--- src/rtl/pipe_skid_stage_if.sv ---
// Handshake bundle between the upstream producer, the skid stage and the downstream consumer.
// Member names keep the original port names so existing hookups map one-to-one.
interface pipe_skid_stage_if #(
  parameter int DATA_W = 16,
  parameter int N_OPS  = 6,
  parameter int CTRL_W = 13,
  parameter int RD_W   = 4
);
  logic                    in_valid;
  logic                    in_ready;
  logic [N_OPS*DATA_W-1:0] in_ops;
  logic [CTRL_W-1:0]       in_ctrl;
  logic [RD_W-1:0]         in_rd;

  logic                    out_valid;
  logic                    out_ready;
  logic [N_OPS*DATA_W-1:0] out_ops;
  logic [CTRL_W-1:0]       out_ctrl;
  logic [RD_W-1:0]         out_rd;

  // Environment side: drives the upstream entry and the downstream ready.
  modport master (
    output in_valid, in_ops, in_ctrl, in_rd, out_ready,
    input  in_ready, out_valid, out_ops, out_ctrl, out_rd
  );

  // Stage side.
  modport slave (
    input  in_valid, in_ops, in_ctrl, in_rd, out_ready,
    output in_ready, out_valid, out_ops, out_ctrl, out_rd
  );
endinterface

--- src/rtl/pipe_skid_stage.sv ---
// Two-entry (main + skid) pipeline register stage carrying operand lanes, control bundle and rd.
// in_ready depends only on registered occupancy and rst, so out_ready never reaches it combinationally.
module pipe_skid_stage #(
  parameter int DATA_W = 16,
  parameter int N_OPS  = 6,
  parameter int CTRL_W = 13,
  parameter int RD_W   = 4
) (
  input  logic                 clk,
  input  logic                 rst,
  input  logic                 flush,
  pipe_skid_stage_if.slave     bus,
  output logic                 flush_out,
  output logic [1:0]           count
);

  localparam int OPS_W = N_OPS * DATA_W;

  // Occupancy doubles as the main/skid valid bits: skid can only be full while main is full.
  typedef enum logic [1:0] {
    ST_EMPTY = 2'd0,
    ST_MAIN  = 2'd1,
    ST_BOTH  = 2'd2
  } occ_e;

  occ_e              r_state;
  occ_e              w_state_nxt;

  logic [OPS_W-1:0]  r_main_ops;
  logic [CTRL_W-1:0] r_main_ctrl;
  logic [RD_W-1:0]   r_main_rd;
  logic [OPS_W-1:0]  r_skid_ops;
  logic [CTRL_W-1:0] r_skid_ctrl;
  logic [RD_W-1:0]   r_skid_rd;
  logic              r_flush_out;

  logic w_main_valid;
  logic w_skid_valid;
  logic w_in_ready;
  logic w_out_valid;
  logic w_accept;
  logic w_emit;
  logic w_load_main_in;
  logic w_load_main_skid;
  logic w_load_skid;
  logic w_clear_all;

  always_comb begin
    w_main_valid     = (r_state != ST_EMPTY);
    w_skid_valid     = (r_state == ST_BOTH);
    w_in_ready       = !w_skid_valid && !rst;
    w_out_valid      = w_main_valid && !rst;
    w_accept         = bus.in_valid && w_in_ready;
    w_emit           = w_out_valid && bus.out_ready;
    w_state_nxt      = r_state;
    w_load_main_in   = 1'b0;
    w_load_main_skid = 1'b0;
    w_load_skid      = 1'b0;
    w_clear_all      = 1'b0;

    if (flush) begin
      w_state_nxt = ST_EMPTY;
      w_clear_all = 1'b1;
    end else begin
      unique case (r_state)
        ST_EMPTY: begin
          if (w_accept) begin
            w_load_main_in = 1'b1;
            w_state_nxt    = ST_MAIN;
          end
        end
        ST_MAIN: begin
          // Emit + accept in the same cycle refills main directly: one entry per cycle.
          if (w_accept && w_emit) begin
            w_load_main_in = 1'b1;
          end else if (w_accept) begin
            w_load_skid = 1'b1;
            w_state_nxt = ST_BOTH;
          end else if (w_emit) begin
            w_state_nxt = ST_EMPTY;
          end
        end
        ST_BOTH: begin
          if (w_emit) begin
            w_load_main_skid = 1'b1;
            w_state_nxt      = ST_MAIN;
          end
        end
        default: begin
          w_state_nxt = ST_EMPTY;
          w_clear_all = 1'b1;
        end
      endcase
    end
  end

  always_ff @(posedge clk) begin
    if (rst) begin
      r_state <= ST_EMPTY;
    end else begin
      r_state <= w_state_nxt;
    end
  end

  always_ff @(posedge clk) begin
    if (rst || w_clear_all) begin
      r_main_ops  <= '0;
      r_main_ctrl <= '0;
      r_main_rd   <= '0;
      r_skid_ops  <= '0;
      r_skid_ctrl <= '0;
      r_skid_rd   <= '0;
    end else begin
      if (w_load_main_in) begin
        r_main_ops  <= bus.in_ops;
        r_main_ctrl <= bus.in_ctrl;
        r_main_rd   <= bus.in_rd;
      end else if (w_load_main_skid) begin
        r_main_ops  <= r_skid_ops;
        r_main_ctrl <= r_skid_ctrl;
        r_main_rd   <= r_skid_rd;
      end
      if (w_load_skid) begin
        r_skid_ops  <= bus.in_ops;
        r_skid_ctrl <= bus.in_ctrl;
        r_skid_rd   <= bus.in_rd;
      end else if (w_load_main_skid) begin
        r_skid_ops  <= '0;
        r_skid_ctrl <= '0;
        r_skid_rd   <= '0;
      end
    end
  end

  always_ff @(posedge clk) begin
    if (rst) begin
      r_flush_out <= 1'b0;
    end else begin
      r_flush_out <= flush;
    end
  end

  // Bubbles must never carry write/mem enables, so ctrl is masked by valid.
  assign bus.in_ready  = w_in_ready;
  assign bus.out_valid = w_out_valid;
  assign bus.out_ops   = r_main_ops;
  assign bus.out_rd    = r_main_rd;
  assign bus.out_ctrl  = w_out_valid ? r_main_ctrl : '0;
  assign flush_out     = r_flush_out;
  assign count         = rst ? 2'd0 : {1'b0, w_main_valid} + {1'b0, w_skid_valid};

endmodule
--- src/flat_wrapper.sv ---
// flat-port wrapper written by rule: the top's interface ports become plain ports
module pipe_skid_stage_flat 
#(
  parameter int DATA_W = 16,
  parameter int N_OPS  = 6,
  parameter int CTRL_W = 13,
  parameter int RD_W   = 4
)
  (clk, rst, flush, flush_out, count, bus_in_valid, bus_in_ops, bus_in_ctrl, bus_in_rd, bus_out_ready, bus_in_ready, bus_out_valid, bus_out_ops, bus_out_ctrl, bus_out_rd);
  pipe_skid_stage_if #(.DATA_W(DATA_W), .N_OPS(N_OPS), .CTRL_W(CTRL_W), .RD_W(RD_W)) bus_i ();
  input  logic clk;
  input  logic rst;
  input  logic flush;
  output logic flush_out;
  output logic [1:0] count;
  input wire logic [$bits(bus_i.in_valid)-1:0] bus_in_valid;
  input wire logic [$bits(bus_i.in_ops)-1:0] bus_in_ops;
  input wire logic [$bits(bus_i.in_ctrl)-1:0] bus_in_ctrl;
  input wire logic [$bits(bus_i.in_rd)-1:0] bus_in_rd;
  input wire logic [$bits(bus_i.out_ready)-1:0] bus_out_ready;
  output wire logic [$bits(bus_i.in_ready)-1:0] bus_in_ready;
  output wire logic [$bits(bus_i.out_valid)-1:0] bus_out_valid;
  output wire logic [$bits(bus_i.out_ops)-1:0] bus_out_ops;
  output wire logic [$bits(bus_i.out_ctrl)-1:0] bus_out_ctrl;
  output wire logic [$bits(bus_i.out_rd)-1:0] bus_out_rd;
  assign bus_i.in_valid = bus_in_valid;
  assign bus_i.in_ops = bus_in_ops;
  assign bus_i.in_ctrl = bus_in_ctrl;
  assign bus_i.in_rd = bus_in_rd;
  assign bus_i.out_ready = bus_out_ready;
  assign bus_in_ready = bus_i.in_ready;
  assign bus_out_valid = bus_i.out_valid;
  assign bus_out_ops = bus_i.out_ops;
  assign bus_out_ctrl = bus_i.out_ctrl;
  assign bus_out_rd = bus_i.out_rd;
  pipe_skid_stage #(.DATA_W(DATA_W), .N_OPS(N_OPS), .CTRL_W(CTRL_W), .RD_W(RD_W)) u_core (.clk(clk), .rst(rst), .flush(flush), .bus(bus_i), .flush_out(flush_out), .count(count));
endmodule
--- config.mk ---
export PLATFORM = sky130hd
export DESIGN_NAME = pipe_skid_stage_flat
export DESIGN_NICKNAME = d
export VERILOG_FILES = /design/src/rtl/pipe_skid_stage_if.sv /design/src/rtl/pipe_skid_stage.sv /design/src/flat_wrapper.sv
export SDC_FILE = /design/constraint.sdc
export NUM_CORES = 1
export LEC_CHECK = 0
export BUFFER_PORTS_ARGS = -buffer_cell sky130_fd_sc_hd__buf_2
export CORE_MARGIN = 5
export CORE_UTILIZATION = 49
export DETAILED_ROUTE_END_ITERATION = 10
export GPL_ROUTABILITY_DRIVEN = 0
export PLACE_DENSITY = 0.77
export SETUP_SLACK_MARGIN = 0.1
export SLEW_MARGIN = 40
export SYNTH_ARGS = -nofsm -noshare
export SYNTH_HDL_FRONTEND = slang
export SYNTH_SLANG_ARGS = --single-unit
--- constraint.sdc ---
create_clock -name clk -period 2 [get_ports clk]
set_clock_uncertainty 0.05 [all_clocks]
set_input_delay 0.2 -clock clk [delete_from_list [all_inputs] [get_ports clk]]
set_output_delay 0.2 -clock clk [all_outputs]
set_load 0.02 [all_outputs]
==> impl_metrics.py, run 1 <==
metrics = {
    "run_status": {
        "status": "finished clean",
    },
    "logic_synthesis": {
        "yosysWarnings": 0,
        "synth_cell_types": 29,
        "synth_cells": 1219,
        "synth-seq-cells": 229,
        "synth_top_area_cell": "dfxtp_1",
        "synth_area_sq_um": 10000,
        "synth_top_cell_area_share_pct": 45.6,
        "synthTopCellsByArea": "dfxtp_1, o31ai_1, nand3_1",
        "ys_seq_area_share_pct": 45.6,
        "syn_nets": 1338,
        "syn_avg_cell_area_sq_um": 8.24,
    },
    "route": {
        "avgRoutedWirePerCell_microns": 19.5,
        "first_pass_iters": 6,
        "antenna_left": 0,
        "wirelength_mm": 34.3,
        "vias": 10884,
        "drcViolationCount": 0,
        "drt-initial-drc-count": 1337,
        "viasPerCell": 6.19,
    },
    "timing": {
        "relSlewSlack_pct": 51.1,
        "fin_crit_sh_pct": 97.7,
        "setup_violations": 0,
        "slew_viol_final": 0,
        "clock.fmax_ghz": 0.512,
        "worst_slack_ps": 45.2,
        "hold_viol": 0,
        "rsz0062_at_grt": "true",
        "period_minus_slack_ps": 1950,
        "tightest_slew_ps": 734,
        "tns_ps": 0,
        "holdWs_ps": 72.7,
    },
    "worst_setup_path": {
        "crit_required_ps": 1750,
        "worst_ep_arrival_time_ps": 1700,
        "critPathBufInv": 3,
        "rr_endpoint": "u_core.bus.out_ops[25]$_SDFFE_PP0P_",
        "slowest_delay_ps": 330,
        "cp_top_family": "simple AND/OR/NAND/NOR gates",
        "rr_startpoint": "u_core.r_state[0]$_SDFFE_PP0P_",
        "cp-end-kind": "output pin",
        "worstRegToRegCells": 4,
        "r2r_slack_ps": 130,
        "path_cells": "buf_6, or2_4, buf_8, and3_1, buf_2",
        "slowest_stage": "dfxtp_2",
        "critPathMaxFanout": 14,
        "crit_type": "flip-flop to output pin",
        "critPathLaunchType": "flip-flop",
    },
    "clock_network": {
        "cts_buffers": 24,
        "ctsHtreeMaxLevel": 1,
        "cts_tree": "yes",
        "clock_latency_ps": 510,
        "clockBufferDepth": 3,
        "cts-root-buf": "clkbuf_16",
        "cts_sinks": 229,
        "cts.clk_slew.worst_paths_ps": 60,
    },
    "worst_hold_path": {
        "whs_path_depth": 3,
        "hold_start": "rst",
        "worstHoldPathType": "primary input to flip-flop",
        "holdPathEnd": "u_core.r_state[1]$_SDFFE_PP0P_",
    },
    "floorplanning": {
        "floorplan.die.width_microns": 153,
        "core.rowCount": 52,
        "dieArea_sq_um": 23500,
        "pin_count": 236,
        "initial_utilization_pct": 49.7,
        "die_h_microns": 153,
        "core_sq_um": 20200,
    },
    "layout": {
        "area.growth.synth_to_final_pct": 34.1,
        "fillers": 1571,
        "nets": 1592,
        "fin_area_sq_um": 13500,
        "drive_gt1_share_pct": 22.1,
        "utilization_pct": 66.6,
    },
    "grt": {
        "grt_overflow": 0,
        "first_global_vias": 10823,
        "grt_pass1_wl_mm": 55.2,
        "antenna_found_initial": 1,
        "track_usage_pct": 27.5,
        "grt_max_degree": 114,
    },
    "power_and_ir_drop": {
        "powerDensity_nw_per_um2": 765,
        "p_leak_uw": 0.00484,
        "ir_drop_uv": 493,
    },
    "placed_design": {
        "placed_cell_area_sq_um": 11400,
        "port_buffers": 235,
        "dp_worst_setup_slack_ps": 92.2,
        "place_hpwl_mm": 18.1,
    },
    "job": {
        "cap_violations": 0,
    },
}
## cell usage after synthesis
cell / instances
or4b_1: 1
or4b_2: 1
and3_1: 13
nor2_1: 3
nor4b_2: 1
o22a_1: 1
or4_1: 1
a211oi_1: 2
and3b_1: 1
buf_1: 11
inv_1: 117
and2_1: 1
a21boi_0: 1
o21a_1: 1
buf_2: 7
nand3_1: 226
nor3_1: 1
o21ai_0: 113
buf_6: 8
dfxtp_1: 229
or2_1: 1
o41ai_1: 1
nor2b_1: 4
xor2_1: 1
ha_1: 1
clkbuf_1: 131
o31ai_1: 226
or2_2: 2
a31oi_1: 113
## worst min-delay path: stages
cell    delay (ps)
buf_2          170
nor3_2         110
o21a_1         110
## cell families after synthesis
group | count (synthesis) | share of synthesized area (%)
and+or+nand+nor | 256 | 13.2
AOI/OAI and AO/OA | 458 | 30.0
adders and majority gates | 1 | 0.124
DFF | 229 | 45.6
buffers and inverters | 274 | 10.9
xor gates and xnor gates | 1 | 0.0872
## power breakdown
part / switching (uW) / internal [uW]
sequential: 37.1 / 4620
clock: 1780 / 2780
combinational: 651 / 432
total: 2470 / 7840
## metrics by stage
stage               power, uW  std cells
floorplan                5230       1219
global placement         5620       1597
detailed placement       5620       1597
CTS                     10300       1754
global route            10600       1759
finish                  10300       1759
## state kept, by name (all words and copies together), names as in the netlist
register	flops
u_core.bus.out_ops	96
u_core.r_skid_ops	96
u_core.r_main_ctrl	13
u_core.r_skid_ctrl	13
u_core.bus.out_rd	4
u_core.r_skid_rd	4
u_core.r_state	2
u_core.flush_out	1
## repair_timing
item,CTS,global route
hold endpoints to repair,224,0
resized for setup,25,1
setup endpoints to repair,32,19
hold buffers,115,0
buffers inserted,1,4
pin swaps,3,1
## placed cells by master (no fill, tap or decap), types with 3 or more instances in the layout
| master | n |
|---|---|
| buf_2 | 228 |
| dfxtp_1 | 227 |
| nand3_1 | 226 |
| o31ai_1 | 226 |
| inv_1 | 115 |
| dlygate4sd3_1 | 115 |
| o21ai_0 | 113 |
| a31oi_1 | 113 |
| clkbuf_16 | 25 |
| buf_4 | 23 |
| buf_12 | 15 |
| and3_1 | 8 |
| clkbuf_8 | 7 |
| and3_4 | 5 |
| clkbuf_1 | 5 |
| or2_4 | 3 |
| buf_6 | 3 |
## layout make-up
class	count	area [sq um]	area share (%)
clock inverters	4	70.1	0.520
flip-flops and latches	229	4590	34.1
inverters	117	439	3.26
well taps	270	338	2.51
repair buffers	385	2810	20.9
diodes	1	2.50	0.0186
multi-input cells	716	4480	33.3
clock buffers	37	741	5.50
## per-layer routing
| layer | share of wire, % | global-route usage (%) |
|---|---|---|
| met1 | 39 | 35.5 |
| met2 | 47 | 44.7 |
| met3 | 9.9 | 4.83 |
| met4 | 3.9 | 13.3 |
| met5 | 0 | 0 |
## worst max-delay path by stage
| stage | slack [ps] | cells after the start | endpoint | start |
|---|---|---|---|---|
| after floorplan | 120 | 6 | u_core.bus.out_ops[40]$_SDFFE_PP0P_ | u_core.r_state[0]$_SDFFE_PP0P_ |
| after global placement | 140 | 5 | u_core.bus.out_ops[12]$_SDFFE_PP0P_ | u_core.r_state[0]$_SDFFE_PP0P_ |
| after detailed placement | 90 | 5 | u_core.bus.out_ops[73]$_SDFFE_PP0P_ | u_core.r_state[0]$_SDFFE_PP0P_ |
| after CTS | 50 | 5 | bus_out_ctrl[10] | u_core.r_state[1]$_SDFFE_PP0P_ |
| after global routing | 10 | 5 | bus_out_ctrl[10] | u_core.r_state[1]$_SDFFE_PP0P_ |
| final | 50 | 5 | bus_out_ctrl[10] | u_core.r_state[1]$_SDFFE_PP0P_ |
Power figures use the tool's default switching activity.
==> inputs of run 2 (changes only) <==
--- a/config.mk
+++ b/config.mk
@@ -10,6 +10,7 @@
 export CORE_UTILIZATION = 49
 export DETAILED_ROUTE_END_ITERATION = 10
 export GPL_ROUTABILITY_DRIVEN = 0
+export MAX_ROUTING_LAYER = met4
 export PLACE_DENSITY = 0.77
 export SETUP_SLACK_MARGIN = 0.1
 export SLEW_MARGIN = 40
==> impl_metrics.py, run 2 (same netlist as run 1, synthesis figures left out) <==
metrics = {
    "power_and_ir_drop": {
        "p_sw_share_pct": 23.9,
        "p_leak_uw": 0.00484,
        "comb_power_share_pct": 10.5,
        "powerDensity_nw_per_um2": 765,
        "seq_power_share_pct": 45.2,
        "clkPwrFrac_pct": 44.3,
        "ir_drop_uv": 494,
        "internal-power_uw": 7840,
        "p_sw_uw": 2460,
    },
    "route": {
        "antenna_left": 0,
        "wirelength_mm": 34.2,
        "drt-initial-drc-count": 1294,
        "avgRoutedWirePerCell_microns": 19.5,
        "vias": 10890,
        "first_pass_iters": 8,
        "drcViolationCount": 0,
        "viasPerCell": 6.19,
    },
    "clock_network": {
        "cts_buffers": 24,
        "clockBufferDepth": 3,
        "cts_sinks": 229,
        "ctsHtreeMaxLevel": 1,
        "cts.clk_slew.worst_paths_ps": 60,
        "cts-root-buf": "clkbuf_16",
        "cts_tree": "yes",
        "clock_latency_ps": 510,
    },
    "job": {
        "cap_violations": 0,
    },
    "timing": {
        "slew_viol_final": 0,
        "setup_violations": 0,
        "tightest_slew_ps": 730,
        "clock.fmax_ghz": 0.510,
        "rsz0062_at_grt": "true",
        "relSlewSlack_pct": 51.3,
        "hold_viol": 0,
        "tns_ps": 0,
        "fin_crit_sh_pct": 98.1,
        "period_minus_slack_ps": 1960,
    },
    "run_status": {
        "status": "finished clean",
    },
    "grt": {
        "grt_pass1_wl_mm": 55.3,
        "track_usage_pct": 28.4,
        "grt_overflow": 0,
        "antenna_found_initial": 1,
        "first_global_vias": 10813,
        "use_met1_pct": 36.0,
        "use_met2_pct": 44.8,
        "grt_use_met3_pct": 4.33,
        "grt_max_degree": 114,
        "grt-busiest-layer": "met2",
    },
    "layout": {
        "drive_gt1_share_pct": 22.1,
        "regArea_sq_um": 4590,
        "final_common_cell": "buf_2",
        "utilization_pct": 66.6,
        "area.growth.synth_to_final_pct": 34.1,
        "fillers": 1571,
        "multi_input_area_sq_um": 4480,
        "nets": 1592,
        "layout_common_cells": "buf_2, dfxtp_1, nand3_1, o31ai_1",
    },
    "worst_hold_path": {
        "worstHoldPathType": "primary input to flip-flop",
        "whs_path_depth": 3,
    },
    "floorplanning": {
        "pin_count": 236,
        "die_h_microns": 153,
        "dieArea_sq_um": 23500,
        "core.rowCount": 52,
        "floorplan.die.width_microns": 153,
        "initial_utilization_pct": 49.7,
        "core_sq_um": 20200,
    },
    "worst_setup_path": {
        "worst_ep_arrival_time_ps": 1710,
        "crit_required_ps": 1750,
        "critPathMaxFanout": 14,
        "cp-end-kind": "output pin",
        "worstRegToRegCells": 4,
        "crit_type": "flip-flop to output pin",
        "critPathLaunchType": "flip-flop",
    },
    "placed_design": {
        "port_buffers": 235,
        "place_hpwl_mm": 18.1,
    },
}
==> run 2: cell counts in the layout (fill, tap and decap cells not counted) <==
Identical to the previous run, type by type.
==> run 2: final timing paths <==
path,start,to,slack (ps)
hold reg to reg,u_core.r_skid_ops[56]$_SDFFE_PP0P_,u_core.r_skid_ops[56]$_SDFFE_PP0P_,410
setup reg to reg,u_core.r_state[0]$_SDFFE_PP0P_,u_core.bus.out_ops[25]$_SDFFE_PP0P_,150
setup / recovery,u_core.r_state[1]$_SDFFE_PP0P_,bus_out_ctrl[6],40
hold / removal,rst,u_core.r_state[1]$_SDFFE_PP0P_,70
==> run 2: per-stage QoR <==
stage | area (sq um) | cells | hold WS, ps | total power, uW | worst slack, ps
3_3_place_gp | 11400 | 1597 | 383 | 5620 | 140
4_1_cts | 13400 | 1754 | 52.4 | 10300 | 46.0
6_report | 13500 | 1759 | 70.4 | 10300 | 38.1
3_5_place_dp | 11400 | 1597 | 386 | 5620 | 92.2
2_1_floorplan | 10000 | 1219 | 282 | 5230 | 115
5_1_grt | 13500 | 1759 | 90.2 | 10600 | 11.7
==> run 2: power groups by stage <==
stage          sequential (uW)  combinational [uW]  clock [uW]
2_1_floorplan             4810                 424           0
3_3_place_gp              4760                 859           0
3_5_place_dp              4760                 864           0
4_1_cts                   4660                1050        4610
5_1_grt                   4670                1150        4790
6_report                  4660                1080        4560
==> run 2: worst max-delay path, stage by stage (launching register included) <==
cell	delay, ps
dfxtp_2	330
buf_6	120
or2_4	250
buf_8	150
and3_1	200
buf_2	160
==> run 2: layer usage <==
metal | vias to the layer above | wire length [microns]
li1 | 4995 | -
met1 | 5075 | 13500
met2 | 709 | 16000
met3 | 111 | 3390
met4 | 0 | 1300
met5 | - | 0
==> run 2: repair_timing <==
item | in CTS | in global routing
hold endpoints to repair | 224 | 0
gates resized for setup | 25 | 1
cloned | 0 | 0
hold buffers | 115 | 0
setup endpoints to repair | 32 | 19
buffers inserted | 1 | 4
pin swaps | 3 | 1
==> run 2: area by class of cell <==
cell class,instances,area share (%)
Clock buffer,37,5.50
Tap cell,270,2.51
Clock inverter,4,0.520
Multi-Input combinational cell,716,33.3
Antenna cell,1,0.0186
Inverter,117,3.26
Sequential cell,229,34.1
Timing Repair Buffer,385,20.9
